File: config.mk
export PLATFORM = sky130hd
export DESIGN_NAME = control_ram_write_collector_flat
export DESIGN_NICKNAME = d
export VERILOG_FILES = /design/src/rtl/control_ram_write_collector_if.sv /design/src/rtl/control_ram_write_collector.sv /design/src/flat_wrapper.sv
export SDC_FILE = /design/constraint.sdc
export NUM_CORES = 1
export LEC_CHECK = 0
export BUFFER_PORTS_ARGS = -buffer_cell sky130_fd_sc_hd__buf_2
export CAP_MARGIN = 20
export CORE_AREA = 2 2 80 82
export DETAILED_ROUTE_END_ITERATION = 16
export DIE_AREA = 0 0 82 84
export PLACE_DENSITY = 0.83
export SYNTH_ARGS = -nofsm -noshare
export SYNTH_HDL_FRONTEND = slang
export SYNTH_SLANG_ARGS = --single-unit
File: constraint.sdc
create_clock -name clk -period 8.9 [get_ports clk]
set_clock_uncertainty 0.05 [all_clocks]
set_input_delay 2.225 -clock clk [delete_from_list [all_inputs] [get_ports clk]]
set_output_delay 2.225 -clock clk [all_outputs]
set_load 0.02 [all_outputs]
File: src/rtl/control_ram_write_collector_if.sv
// Beat-in / word-out bus of the control RAM write collector.
// The slave modport is the collector; the master modport is the command side plus RAM port model.
interface control_ram_write_collector_if #(
  parameter int BYTES_PER_PIXEL = 2,
  parameter int PIXEL_HEIGHT    = 32,
  parameter int PIXEL_WIDTH     = 64
);
  // Beat fields are one bit wider than strictly needed so out-of-range values can be presented and rejected
  localparam int ROW_W      = $clog2(PIXEL_HEIGHT + 1);
  localparam int COL_W      = $clog2(PIXEL_WIDTH + 1);
  localparam int PIX_W      = $clog2(BYTES_PER_PIXEL + 1);
  localparam int ADDR_WIDTH = $clog2(PIXEL_WIDTH * PIXEL_HEIGHT);
  localparam int DATA_W     = 8 * BYTES_PER_PIXEL;

  logic [ROW_W-1:0]           row;
  logic [COL_W-1:0]           column;
  logic [PIX_W-1:0]           pixel;
  logic [7:0]                 data_in;
  logic                       ram_write_enable;
  logic                       ram_access_start;
  logic [ADDR_WIDTH-1:0]      wr_addr;
  logic [DATA_W-1:0]          wr_data;
  logic [BYTES_PER_PIXEL-1:0] wr_byte_en;
  logic                       wr_en;
  logic                       wr_ready;

  modport master (
    output row, column, pixel, data_in, ram_write_enable, ram_access_start, wr_ready,
    input  wr_addr, wr_data, wr_byte_en, wr_en
  );

  modport slave (
    input  row, column, pixel, data_in, ram_write_enable, ram_access_start, wr_ready,
    output wr_addr, wr_data, wr_byte_en, wr_en
  );
endinterface

File: src/rtl/control_ram_write_collector.sv
// Collects per-byte RAM write beats into pixel words and issues one byte-enabled word write per pixel.
// Beats pass through one input register, so a word completed by the beat sampled at edge N is written after N+1.
module control_ram_write_collector #(
  parameter int BYTES_PER_PIXEL = 2,
  parameter int PIXEL_HEIGHT    = 32,
  parameter int PIXEL_WIDTH     = 64
) (
  input  logic                          clk,
  input  logic                          reset,
  control_ram_write_collector_if.slave  bus,
  input  logic                          flush,
  input  logic                          clear_errors,
  output logic                          idle,
  output logic                          overflow,
  output logic                          range_error
);
  localparam int ROW_W      = $clog2(PIXEL_HEIGHT + 1);
  localparam int COL_W      = $clog2(PIXEL_WIDTH + 1);
  localparam int PIX_W      = $clog2(BYTES_PER_PIXEL + 1);
  localparam int ADDR_WIDTH = $clog2(PIXEL_WIDTH * PIXEL_HEIGHT);
  localparam int DATA_W     = 8 * BYTES_PER_PIXEL;

  localparam logic [0:0] ACC_EMPTY   = 1'b0;
  localparam logic [0:0] ACC_PARTIAL = 1'b1;

  logic                       beat_q, start_q, flush_q;
  logic [ROW_W-1:0]           row_q;
  logic [COL_W-1:0]           col_q;
  logic [PIX_W-1:0]           pix_q;
  logic [7:0]                 byte_q;

  logic [0:0]                 acc_state, next_state;
  logic [ROW_W-1:0]           acc_row, commit_row;
  logic [COL_W-1:0]           acc_col, commit_col;
  logic [DATA_W-1:0]          acc_data, base_data, merged_data, commit_data;
  logic [BYTES_PER_PIXEL-1:0] acc_be, base_be, merged_be, commit_be;

  logic                       out_en;
  logic [ADDR_WIDTH-1:0]      out_addr, commit_addr;
  logic [DATA_W-1:0]          out_data;
  logic [BYTES_PER_PIXEL-1:0] out_be;

  logic in_range, valid_beat, bad_beat, is_partial, new_addr, commit, out_free;

  always_ff @(posedge clk or posedge reset) begin
    if (reset) begin
      beat_q  <= 1'b0;
      start_q <= 1'b0;
      flush_q <= 1'b0;
      row_q   <= '0;
      col_q   <= '0;
      pix_q   <= '0;
      byte_q  <= '0;
    end else begin
      beat_q  <= bus.ram_write_enable;
      start_q <= bus.ram_access_start;
      flush_q <= flush;
      row_q   <= bus.row;
      col_q   <= bus.column;
      pix_q   <= bus.pixel;
      byte_q  <= bus.data_in;
    end
  end

  assign in_range   = (row_q < ROW_W'(PIXEL_HEIGHT)) && (col_q < COL_W'(PIXEL_WIDTH)) &&
                      (pix_q < PIX_W'(BYTES_PER_PIXEL));
  assign valid_beat = beat_q && in_range;
  assign bad_beat   = beat_q && !in_range;
  assign is_partial = (acc_state == ACC_PARTIAL);
  assign new_addr   = valid_beat && is_partial &&
                      (start_q || (row_q != acc_row) || (col_q != acc_col));

  // A beat that opens a new word merges onto an all-zero base so unwritten lanes read back as 0
  always_comb begin
    base_data   = (is_partial && !new_addr) ? acc_data : '0;
    base_be     = (is_partial && !new_addr) ? acc_be : '0;
    merged_data = base_data;
    merged_be   = base_be;
    for (int i = 0; i < BYTES_PER_PIXEL; i++) begin
      if (int'(pix_q) == i) begin
        merged_data[i*8 +: 8] = byte_q;
        merged_be[i]          = 1'b1;
      end
    end
  end

  always_comb begin
    commit      = 1'b0;
    commit_row  = acc_row;
    commit_col  = acc_col;
    commit_data = acc_data;
    commit_be   = acc_be;
    next_state  = acc_state;
    if (new_addr) begin
      commit     = 1'b1;
      next_state = ACC_PARTIAL;
    end else if (valid_beat && (&merged_be)) begin
      commit      = 1'b1;
      commit_row  = row_q;
      commit_col  = col_q;
      commit_data = merged_data;
      commit_be   = merged_be;
      next_state  = ACC_EMPTY;
    end else if (valid_beat) begin
      next_state = ACC_PARTIAL;
    end else if (flush_q && is_partial) begin
      commit     = 1'b1;
      next_state = ACC_EMPTY;
    end
  end

  assign commit_addr = ADDR_WIDTH'(commit_row) * ADDR_WIDTH'(PIXEL_WIDTH) + ADDR_WIDTH'(commit_col);
  assign out_free    = !out_en || bus.wr_ready;

  always_ff @(posedge clk or posedge reset) begin
    if (reset) begin
      acc_state <= ACC_EMPTY;
      acc_row   <= '0;
      acc_col   <= '0;
      acc_data  <= '0;
      acc_be    <= '0;
    end else begin
      acc_state <= next_state;
      if (valid_beat) begin
        acc_row  <= row_q;
        acc_col  <= col_q;
        acc_data <= merged_data;
        acc_be   <= merged_be;
      end
    end
  end

  // Single-entry output slot; a drain and a reload may happen on the same edge
  always_ff @(posedge clk or posedge reset) begin
    if (reset) begin
      out_en   <= 1'b0;
      out_addr <= '0;
      out_data <= '0;
      out_be   <= '0;
    end else if (commit && out_free) begin
      out_en   <= 1'b1;
      out_addr <= commit_addr;
      out_data <= commit_data;
      out_be   <= commit_be;
    end else if (out_en && bus.wr_ready) begin
      out_en <= 1'b0;
    end
  end

  // A new error in the same cycle as clear_errors wins, so the flag stays set
  always_ff @(posedge clk or posedge reset) begin
    if (reset) begin
      overflow    <= 1'b0;
      range_error <= 1'b0;
    end else begin
      if (clear_errors) begin
        overflow    <= 1'b0;
        range_error <= 1'b0;
      end
      if (commit && !out_free) overflow <= 1'b1;
      if (bad_beat) range_error <= 1'b1;
    end
  end

  assign bus.wr_en      = out_en;
  assign bus.wr_addr    = out_addr;
  assign bus.wr_data    = out_data;
  assign bus.wr_byte_en = out_be;
  assign idle           = (acc_state == ACC_EMPTY) && !out_en && !beat_q;
endmodule

File: src/flat_wrapper.sv
// flat-port wrapper written by rule: the top's interface ports become plain ports
module control_ram_write_collector_flat 
#(
  parameter int BYTES_PER_PIXEL = 2,
  parameter int PIXEL_HEIGHT    = 32,
  parameter int PIXEL_WIDTH     = 64
)
  (clk, reset, flush, clear_errors, idle, overflow, range_error, bus_row, bus_column, bus_pixel, bus_data_in, bus_ram_write_enable, bus_ram_access_start, bus_wr_ready, bus_wr_addr, bus_wr_data, bus_wr_byte_en, bus_wr_en);
  control_ram_write_collector_if #(.BYTES_PER_PIXEL(BYTES_PER_PIXEL), .PIXEL_HEIGHT(PIXEL_HEIGHT), .PIXEL_WIDTH(PIXEL_WIDTH)) bus_i ();
  input  logic clk;
  input  logic reset;
  input  logic flush;
  input  logic clear_errors;
  output logic idle;
  output logic overflow;
  output logic range_error;
  input wire logic [$bits(bus_i.row)-1:0] bus_row;
  input wire logic [$bits(bus_i.column)-1:0] bus_column;
  input wire logic [$bits(bus_i.pixel)-1:0] bus_pixel;
  input wire logic [$bits(bus_i.data_in)-1:0] bus_data_in;
  input wire logic [$bits(bus_i.ram_write_enable)-1:0] bus_ram_write_enable;
  input wire logic [$bits(bus_i.ram_access_start)-1:0] bus_ram_access_start;
  input wire logic [$bits(bus_i.wr_ready)-1:0] bus_wr_ready;
  output wire logic [$bits(bus_i.wr_addr)-1:0] bus_wr_addr;
  output wire logic [$bits(bus_i.wr_data)-1:0] bus_wr_data;
  output wire logic [$bits(bus_i.wr_byte_en)-1:0] bus_wr_byte_en;
  output wire logic [$bits(bus_i.wr_en)-1:0] bus_wr_en;
  assign bus_i.row = bus_row;
  assign bus_i.column = bus_column;
  assign bus_i.pixel = bus_pixel;
  assign bus_i.data_in = bus_data_in;
  assign bus_i.ram_write_enable = bus_ram_write_enable;
  assign bus_i.ram_access_start = bus_ram_access_start;
  assign bus_i.wr_ready = bus_wr_ready;
  assign bus_wr_addr = bus_i.wr_addr;
  assign bus_wr_data = bus_i.wr_data;
  assign bus_wr_byte_en = bus_i.wr_byte_en;
  assign bus_wr_en = bus_i.wr_en;
  control_ram_write_collector #(.BYTES_PER_PIXEL(BYTES_PER_PIXEL), .PIXEL_HEIGHT(PIXEL_HEIGHT), .PIXEL_WIDTH(PIXEL_WIDTH)) u_core (.clk(clk), .reset(reset), .bus(bus_i), .flush(flush), .clear_errors(clear_errors), .idle(idle), .overflow(overflow), .range_error(range_error));
endmodule
# Yosys cells after proc, flatten, opt, wreduce, memory -nomap -nowiden

Index checks and enable logic that the tools add are counted.
Widths: inputs -> output; s select.

Latch bits: 0
Bits of input ports: 30
Memories kept: 0
Bits in writable memories: 0
Bits in registers: 90
Bits in read-only memories: 0
Output and inout bits: 33

Magnitude comparators: 3
Reductions and logical operators: 28
Shifts and indexed selects: 0
Bitwise logic cells: 1
Mux-type cells: 27
Multipliers: 0
Equality and inequality tests: 3
Divide/modulo/power cells: 0
Add/subtract/negate cells: 1

Operators with widths:

| kind               | number |
|---|---|
| $mux 16            | 3 |
| $mux 8             | 2 |
| $mux 1             | 15 |
| $logic_and 1x1->1  | 14 |
| $mux 7             | 2 |
| $add 11x7->11      | 1 |
| $mux 5             | 2 |
| $lt 7x7->1 const B | 1 |
| $ne 7x7->1         | 1 |
| $lt 6x6->1 const B | 1 |
| $mux 2             | 3 |
| $ne 6x6->1         | 1 |
| $reduce_bool 2->1  | 3 |
| $logic_not 1->1    | 5 |
| $reduce_bool 4->1  | 1 |
| $logic_or 1x1->1   | 3 |
| $eq 2x2->1 const B | 1 |
| $logic_not 2->1    | 1 |
| $lt 2x2->1 const B | 1 |
| $reduce_and 2->1   | 1 |
| $not 1->1          | 1 |

# Longest topological paths before layout

Gate-level depths: netlist of run 1.

Depth after elaboration: 16
Gate-level depth with buffers: 8
Gate-level depth less buffers: 6

# Worst setup path after synthesis of run 1

No wires, ideal clock.

Path type: register to output
Start point: register u_core.out_en (netlist: u_core.bus.wr_en)
End point: output idle
Stages on the path, launching flop included: 2
Data arrival time: 0.966 ns
Required time: 6.625 ns
Buffers on the path: 0
Slack: 5.659 ns
Path through: dfrtp_1 nor3_1

Word-level cells in the longest chain between the ends: 3

Ends and longest elaborated chain:

| item                            | line                               | text |
|---|---|---|
| from (decl)                     | control_ram_write_collector.sv:38  | `logic out_en;` |
| from (signal assigned)          | control_ram_write_collector.sv:136 | `out_en <= 1'b0;` |
| from (signal assigned)          | control_ram_write_collector.sv:141 | `out_en <= 1'b1;` |
| from (signal assigned)          | control_ram_write_collector.sv:146 | `out_en <= 1'b0;` |
| $logic_not 1->1                 | control_ram_write_collector.sv:169 | `assign idle = (acc_state == ACC_EMPTY) && !out_en && !beat_q;` |
| $logic_and 1x1->1 (2 in series) | control_ram_write_collector.sv:169 |  |
| to (decl)                       | flat_wrapper.sv:14                 | `output logic idle;` |

No other way between the ends.

# Final worst setup path of run 1

Start point: register u_core.acc_state
End point: output idle

Word-level cells in the longest chain between the ends: 3

Ends and longest elaborated chain:

| item                            | line                               | text |
|---|---|---|
| from (decl)                     | control_ram_write_collector.sv:32  | `logic [0:0] acc_state, next_state;` |
| from (signal assigned)          | control_ram_write_collector.sv:123 | `acc_state <= next_state;` |
| $not 1->1                       | control_ram_write_collector.sv:169 |  |
| $logic_and 1x1->1 (2 in series) | control_ram_write_collector.sv:169 |  |

No other way between the ends.

==> results of run 1 <==
## layer usage
metal / vias to the layer above / part of all wire, % / global-route usage [%]
met5: - / 0 / 0
met4: 0 / 1.9 / 9.55
met3: 10 / 4.7 / 5.09
met2: 52 / 49 / 30.0
met1: 1089 / 45 / 29.6
li1: 1077 / - / -
## final cells by class
cell class                 instances  area, um2  area share, %
multi-input combinational        172       1160           28.7
clock buffer                      10        128           3.15
sequential                        90       2250           55.6
timing repair buffer              65        353           8.72
tap                               77       96.3           2.38
inverter                           4       16.3          0.402
clock inverter                     6       42.5           1.05
## cell usage in the layout (no fill, tap or decap), types with 2 or more instances in the layout
cell type / Yosys / routed
a21o_1: 2 / 2
a21oi_1: 20 / 20
a22o_1: 17 / 17
and2_1: 3 / 3
buf_2: 3 / 62
buf_4: 4 / 2
clkbuf_8: 0 / 9
clkinv_2: 0 / 3
clkinvlp_4: 0 / 2
dfrtp_1: 90 / 90
ha_1: 2 / 2
inv_1: 4 / 3
mux2_2: 7 / 7
mux2i_1: 16 / 16
nand2_1: 35 / 35
nand2_2: 2 / 2
nand3_1: 2 / 2
nand4_2: 2 / 2
nor2_1: 23 / 23
nor4_1: 3 / 3
o21ai_0: 2 / 2
o21ai_2: 3 / 3
o22a_1: 2 / 2
xor2_1: 15 / 15
## tightest hold or removal path: stages (launching register included)
cell,delay (ns)
dfrtp_1,0.36
nand2_1,0.05
nand2_1,0.05
## through the flow
step	util (%)	hold slack [ns]
finish	66.4	0.437
global route	66.4	0.461
CTS	65.9	0.442
detailed placement	63.2	0.422
global placement	63.2	0.418
floorplan	-	0.406
## sequential cells by signal, summed over array words and instances, names as in the netlist
signal / count
u_core.acc_data: 16
u_core.bus.wr_data: 16
u_core.bus.wr_addr: 11
u_core.byte_q: 8
u_core.acc_col: 7
u_core.col_q: 7
u_core.acc_row: 6
u_core.row_q: 6
u_core.acc_be: 2
u_core.bus.wr_byte_en: 2
u_core.pix_q: 2
u_core.acc_state: 1
u_core.beat_q: 1
u_core.bus.wr_en: 1
u_core.flush_q: 1
u_core.overflow: 1
u_core.range_error: 1
u_core.start_q: 1
## worst max path at each step
stage | slack (ns) | cells past startpoint | to | startpoint
after detailed placement | 5.33 | 5 | u_core.bus.wr_addr[3]$_DFFE_PP0P_ | bus_wr_ready
after floorplan | 4.29 | 1 | u_core.acc_be[0]$_DFFE_PP0P_ | reset
after global routing | 5.34 | 2 | idle | u_core.acc_state$_DFFE_PP0P_
after CTS | 5.39 | 2 | idle | u_core.acc_state$_DFFE_PP0P_
final | 5.40 | 2 | idle | u_core.acc_state$_DFFE_PP0P_
after global placement | 5.36 | 5 | u_core.bus.wr_addr[3]$_DFFE_PP0P_ | bus_wr_ready
## cell families (layout without fill, tap and decap cells)
group,after synthesis,in the layout,synth area share (%)
buffers and inverters,17,85,2.40
flip-flops,90,90,64.6
AND/OR/NAND/NOR,79,79,10.8
multiplexers,24,24,7.17
adder cells (fa/ha/maj),2,2,0.717
AO/OA/AOI/OAI,51,51,10.3
XOR/XNOR,16,16,4.02
## power breakdown
part	leakage [nW]	internal (mW)	total, mW	switching, mW
clock	0.0827	0.102	0.245	0.143
sequential	1.11	0.479	0.525	0.0469
combinational	0.907	0.0859	0.211	0.125
total	2.10	0.666	0.981	0.315
==> flow_summary.toml, run 1 <==
[floorplanning]
die_h_um = 84
ios = 63
die_area_um2 = 6890
core_area_um2 = 6100
std_cell_rows = 29
die_x_um = 82
start_util_pct = 57.2

[routing]
drc = 0
via_per_inst = 5.25
drt_iter0_drc = 183
totalWireLength_um = 6380
vias = 2228
dr.pass1.iters = 4
drtAntennaViolNets = 0
wl_per_cell_um = 15.0

[power_and_ir_drop]
p_per_area_nw_per_um2 = 242
peakVddDrop_mv = 0.149
leakage_nw = 2.10
p_total_mw = 0.981

[flow_run]
max-cap-violations = 0

[worst_setup_path]
crit_arrival_ns = 1.23
crit_type = "flop to output port"
r2r_slack_ns = 6.16
crit_buf_inv = 1
ff2ff_path_depth = 6
required_ns = 6.63
crit_fanout = 6
reg2reg_to = "u_core.bus.wr_addr[5]$_DFFE_PP0P_"
critPathLaunchType = "flop"
crit_path_top_delay_cell = "dfrtp_1"
crit_path_end_kind = "output port"
reg2reg_from = "u_core.pix_q[1]$_DFF_PP0_"
cp_cell_sequence = "nor3_1, buf_2"
max_stage_delay_ns = 0.48
cp_top_family = "flip-flops"

[status]
outcome = "complete, no violations"

[clock_tree]
clk_latency_ns = 0.35
clockBufferDepth = 2
cts_setup_buffers = 0
clock_sinks = 90
numCtsBuffers = 9
cts_tree = "yes"
root_buffer = "clkbuf_8"
h-tree-depth = 3
hold_buffers = 0
clk_pin_slew_ns = 0.08
ctsResizeCount = 0

[yosys]
synth_top_area_share_pct = 64.6
synth.area.top_cells = "dfrtp_1 (65%), mux2i_1 (4.6%), a22o_1 (4.3%)"
netlist.top_cell.by_area = "dfrtp_1"
yosysMostFrequentCell = "dfrtp_1"
yosys_warnings = 0
yosysSeqAreaShare_pct = 64.6
synth_cells = 279
async_flop_share_pct = 100
syn_area_per_cell_um2 = 12.5
synth_nets = 311
netlist_area_um2 = 3490
synth_top_flop_cell = "dfrtp_1"
ys_seq_elements = 90
synth_cell_types = 39
synth_common_cells = "dfrtp_1 (90), nand2_1 (35), nor2_1 (23)"
synth_edf_count = 0

[sta]
fin_ws_ns = 5.40
setup_viol = 0
max_freq_mhz = 286
min_period_over_period_pct = 39.3
fin_crit_ns = 3.50
finalHoldViolations = 0
relSlewSlack_pct = 56.0
slew_violations = 0
rsz0062_at_grt = "no"
setup_tns_ns = 0
worst_pin_slew_ns = 0.660

[worst_hold_path]
min-delay-start = "u_core.col_q[0]$_DFF_PP0_"
min_path_cells = 2
holdPathEnd = "u_core.acc_col[0]$_DFFE_PP0P_"
hp-class = "flop to flop"

[global_routing]
grt_pass1_vias = 2191
track_usage_pct = 20.7
grt_pass1_wl_um = 10600
antenna_found_initial = 0
grt_max_degree = 91
grt-ovfl-total = 0

[finish]
design_area_um2 = 4050
area_growth_pct = 16.0
antenna-diode-count = 0
nNetsFinal = 374
instances_no_fill = 424
drive_above_1_share_pct = 28.8
n_fill_cell = 481

[placed_design]
routabilityCongestion = 0.822
hpwl_um = 4210
placed_cells = 407
postPlaceCellArea_um2 = 3850
portBuffers = 62
pre_cts_ws_ns = 5.33
No activity file was read; power rests on OpenSTA's default activity.
==> run 2: changes to the inputs <==
--- a/config.mk
+++ b/config.mk
@@ -7,10 +7,10 @@
 export LEC_CHECK = 0
 export BUFFER_PORTS_ARGS = -buffer_cell sky130_fd_sc_hd__buf_2
 export CAP_MARGIN = 20
-export CORE_AREA = 2 2 80 82
+export CORE_AREA = 2 2 83 85
 export DETAILED_ROUTE_END_ITERATION = 16
-export DIE_AREA = 0 0 82 84
-export PLACE_DENSITY = 0.83
+export DIE_AREA = 0 0 85 87
+export PLACE_DENSITY = 0.77
 export SYNTH_ARGS = -nofsm -noshare
 export SYNTH_HDL_FRONTEND = slang
 export SYNTH_SLANG_ARGS = --single-unit
==> constraint.sdc (replaced) <==
create_clock -name clk -period 3.42 [get_ports clk]
set_clock_uncertainty 0.05 [all_clocks]
set_input_delay 0.855 -clock clk [delete_from_list [all_inputs] [get_ports clk]]
set_output_delay 0.855 -clock clk [all_outputs]
set_load 0.02 [all_outputs]
==> run 2 against run 1 <==
- total power grew to 2.7 times the previous value
- worst setup slack worse by 4.7 ns
- register-to-register slack worse by 5.4 ns
- combinational power grew to 2.6 times the previous value
- cell count increased by 0.94%
- critical path depth increased by 5
- first-iteration DRC count shrank 29%
- largest power group unchanged
==> flow_summary.toml, run 2 (synthesis results as in run 1) <==
[clock_tree]
clk_latency_ns = 0.35
h-tree-depth = 3
clk_pin_slew_ns = 0.08
root_buffer = "clkbuf_8"
cts_setup_buffers = 0
clock_sinks = 90
numCtsBuffers = 9
ctsResizeCount = 0
hold_buffers = 0
cts_tree = "yes"
clockBufferDepth = 2

[global_routing]
grt_pass1_wl_um = 11000
grt_max_degree = 74
grt-ovfl-total = 0
antenna_found_initial = 0
track_usage_pct = 19.3
grt_pass1_vias = 2259

[finish]
drive_above_1_share_pct = 29.0
area_growth_pct = 16.9
design_area_um2 = 4080
multi_input_area_um2 = 1160
most-common-layout-cells = "dfrtp_1 (90), buf_2 (62), nand2_1 (35)"
n_fill_cell = 522
nNetsFinal = 375
register_area_um2 = 2250
final_common_cell = "dfrtp_1"
antenna-diode-count = 0

[worst_setup_path]
crit_type = "flop to flop"
r2r_slack_ns = 0.72
ff2ff_path_depth = 7
worstSetupStartpoint = "u_core.pix_q[1]$_DFF_PP0_"
crit_fanout = 29
cp_cell_sequence = "o21bai_1, a22o_1, nor2_1, a211oi_4, buf_4, o31ai_1, o22a_1"
crit_buf_inv = 1
crit_arrival_ns = 2.88
crit_path_top_delay_cell = "a211oi_4"
critPathLaunchType = "flop"
max_stage_delay_ns = 0.65
required_ns = 3.60
crit_path_end_kind = "flop"
reg2reg_to = "u_core.bus.wr_byte_en[0]$_DFFE_PP0P_"
reg2reg_from = "u_core.pix_q[1]$_DFF_PP0_"
cp_top_family = "compound AO/OA/AOI/OAI gates"

[power_and_ir_drop]
leakage_nw = 2.12
peakVddDrop_mv = 0.413
p_per_area_nw_per_um2 = 643

[floorplanning]
core_area_um2 = 6570
die_area_um2 = 7400
start_util_pct = 53.1
die_x_um = 85
ios = 63
std_cell_rows = 30
die_h_um = 87

[worst_hold_path]
hp-class = "input pin to asynchronous set/reset pin"

[sta]
slew_violations = 0
max_freq_mhz = 371
setup_tns_ns = 0
setup_viol = 0
worst_pin_slew_ns = 0.685
fin_crit_ns = 2.70
min_period_over_period_pct = 78.8
relSlewSlack_pct = 54.2
finalHoldViolations = 0
rsz0062_at_grt = "no"

[placed_design]
postPlaceCellArea_um2 = 3880
hpwl_um = 4380
portBuffers = 62
routabilityCongestion = 0.767

[routing]
topRoutingLayerUsed = "met4"
drtAntennaViolNets = 0
drt_iter0_drc = 130
via_per_inst = 5.21
dr.pass1.iters = 4
totalWireLength_um = 6440
wl_met3_um = 359
wl_met1_um = 2810
vias = 2231
route.met2.wl_um = 3190
drc = 0
wl_per_cell_um = 15.0

[flow_run]
max-cap-violations = 0

[status]
outcome = "complete, no violations"
==> run 2: area by class of cell <==
class | count | area share [%]
repair buffers | 66 | 8.66
well taps | 80 | 2.46
clock inverters | 5 | 1.32
clock buffers | 11 | 3.47
multi-input cells | 172 | 28.5
flip-flops and latches | 90 | 55.2
inverters | 4 | 0.399
==> run 2: power by group <==
| group | total, mW | internal (mW) | switching (mW) |
|---|---|---|---|
| logic | 0.552 | 0.224 | 0.328 |
| registers | 1.37 | 1.25 | 0.121 |
| clock network | 0.704 | 0.355 | 0.349 |
| total | 2.62 | 1.82 | 0.797 |
==> run 2: metrics by stage <==
step           worst slack (ns)  power, mW  util, %  hold WS, ns  instances
5_1_grt                   0.535       2.77     62.1        0.391        428
2_1_floorplan             0.180       1.74        -        0.406        279
3_3_place_gp              0.875       1.93     59.1        0.424        412
6_report                  0.723       2.62     62.1        0.392        428
4_1_cts                   0.749       2.65     62.1        0.386        428
3_5_place_dp              0.826       1.94     59.1        0.432        412
==> run 2: worst max-delay path by stage <==
stage | end | cells past startpoint
final | u_core.bus.wr_byte_en[0]$_DFFE_PP0P_ | 7
after floorplan | u_core.acc_be[0]$_DFFE_PP0P_ | 1
after detailed placement | u_core.bus.wr_byte_en[0]$_DFFE_PP0P_ | 7
after global routing | u_core.bus.wr_byte_en[0]$_DFFE_PP0P_ | 7
after CTS | u_core.bus.wr_byte_en[0]$_DFFE_PP0P_ | 7
after global placement | u_core.bus.wr_byte_en[1]$_DFFE_PP0P_ | 7
==> run 2: layer usage <==
metal  global-route usage [%]  up-vias
li1                         -     1077
met1                     24.8     1083
met2                     31.7       61
met3                     6.07       10
met4                     5.63        0
met5                        0        -
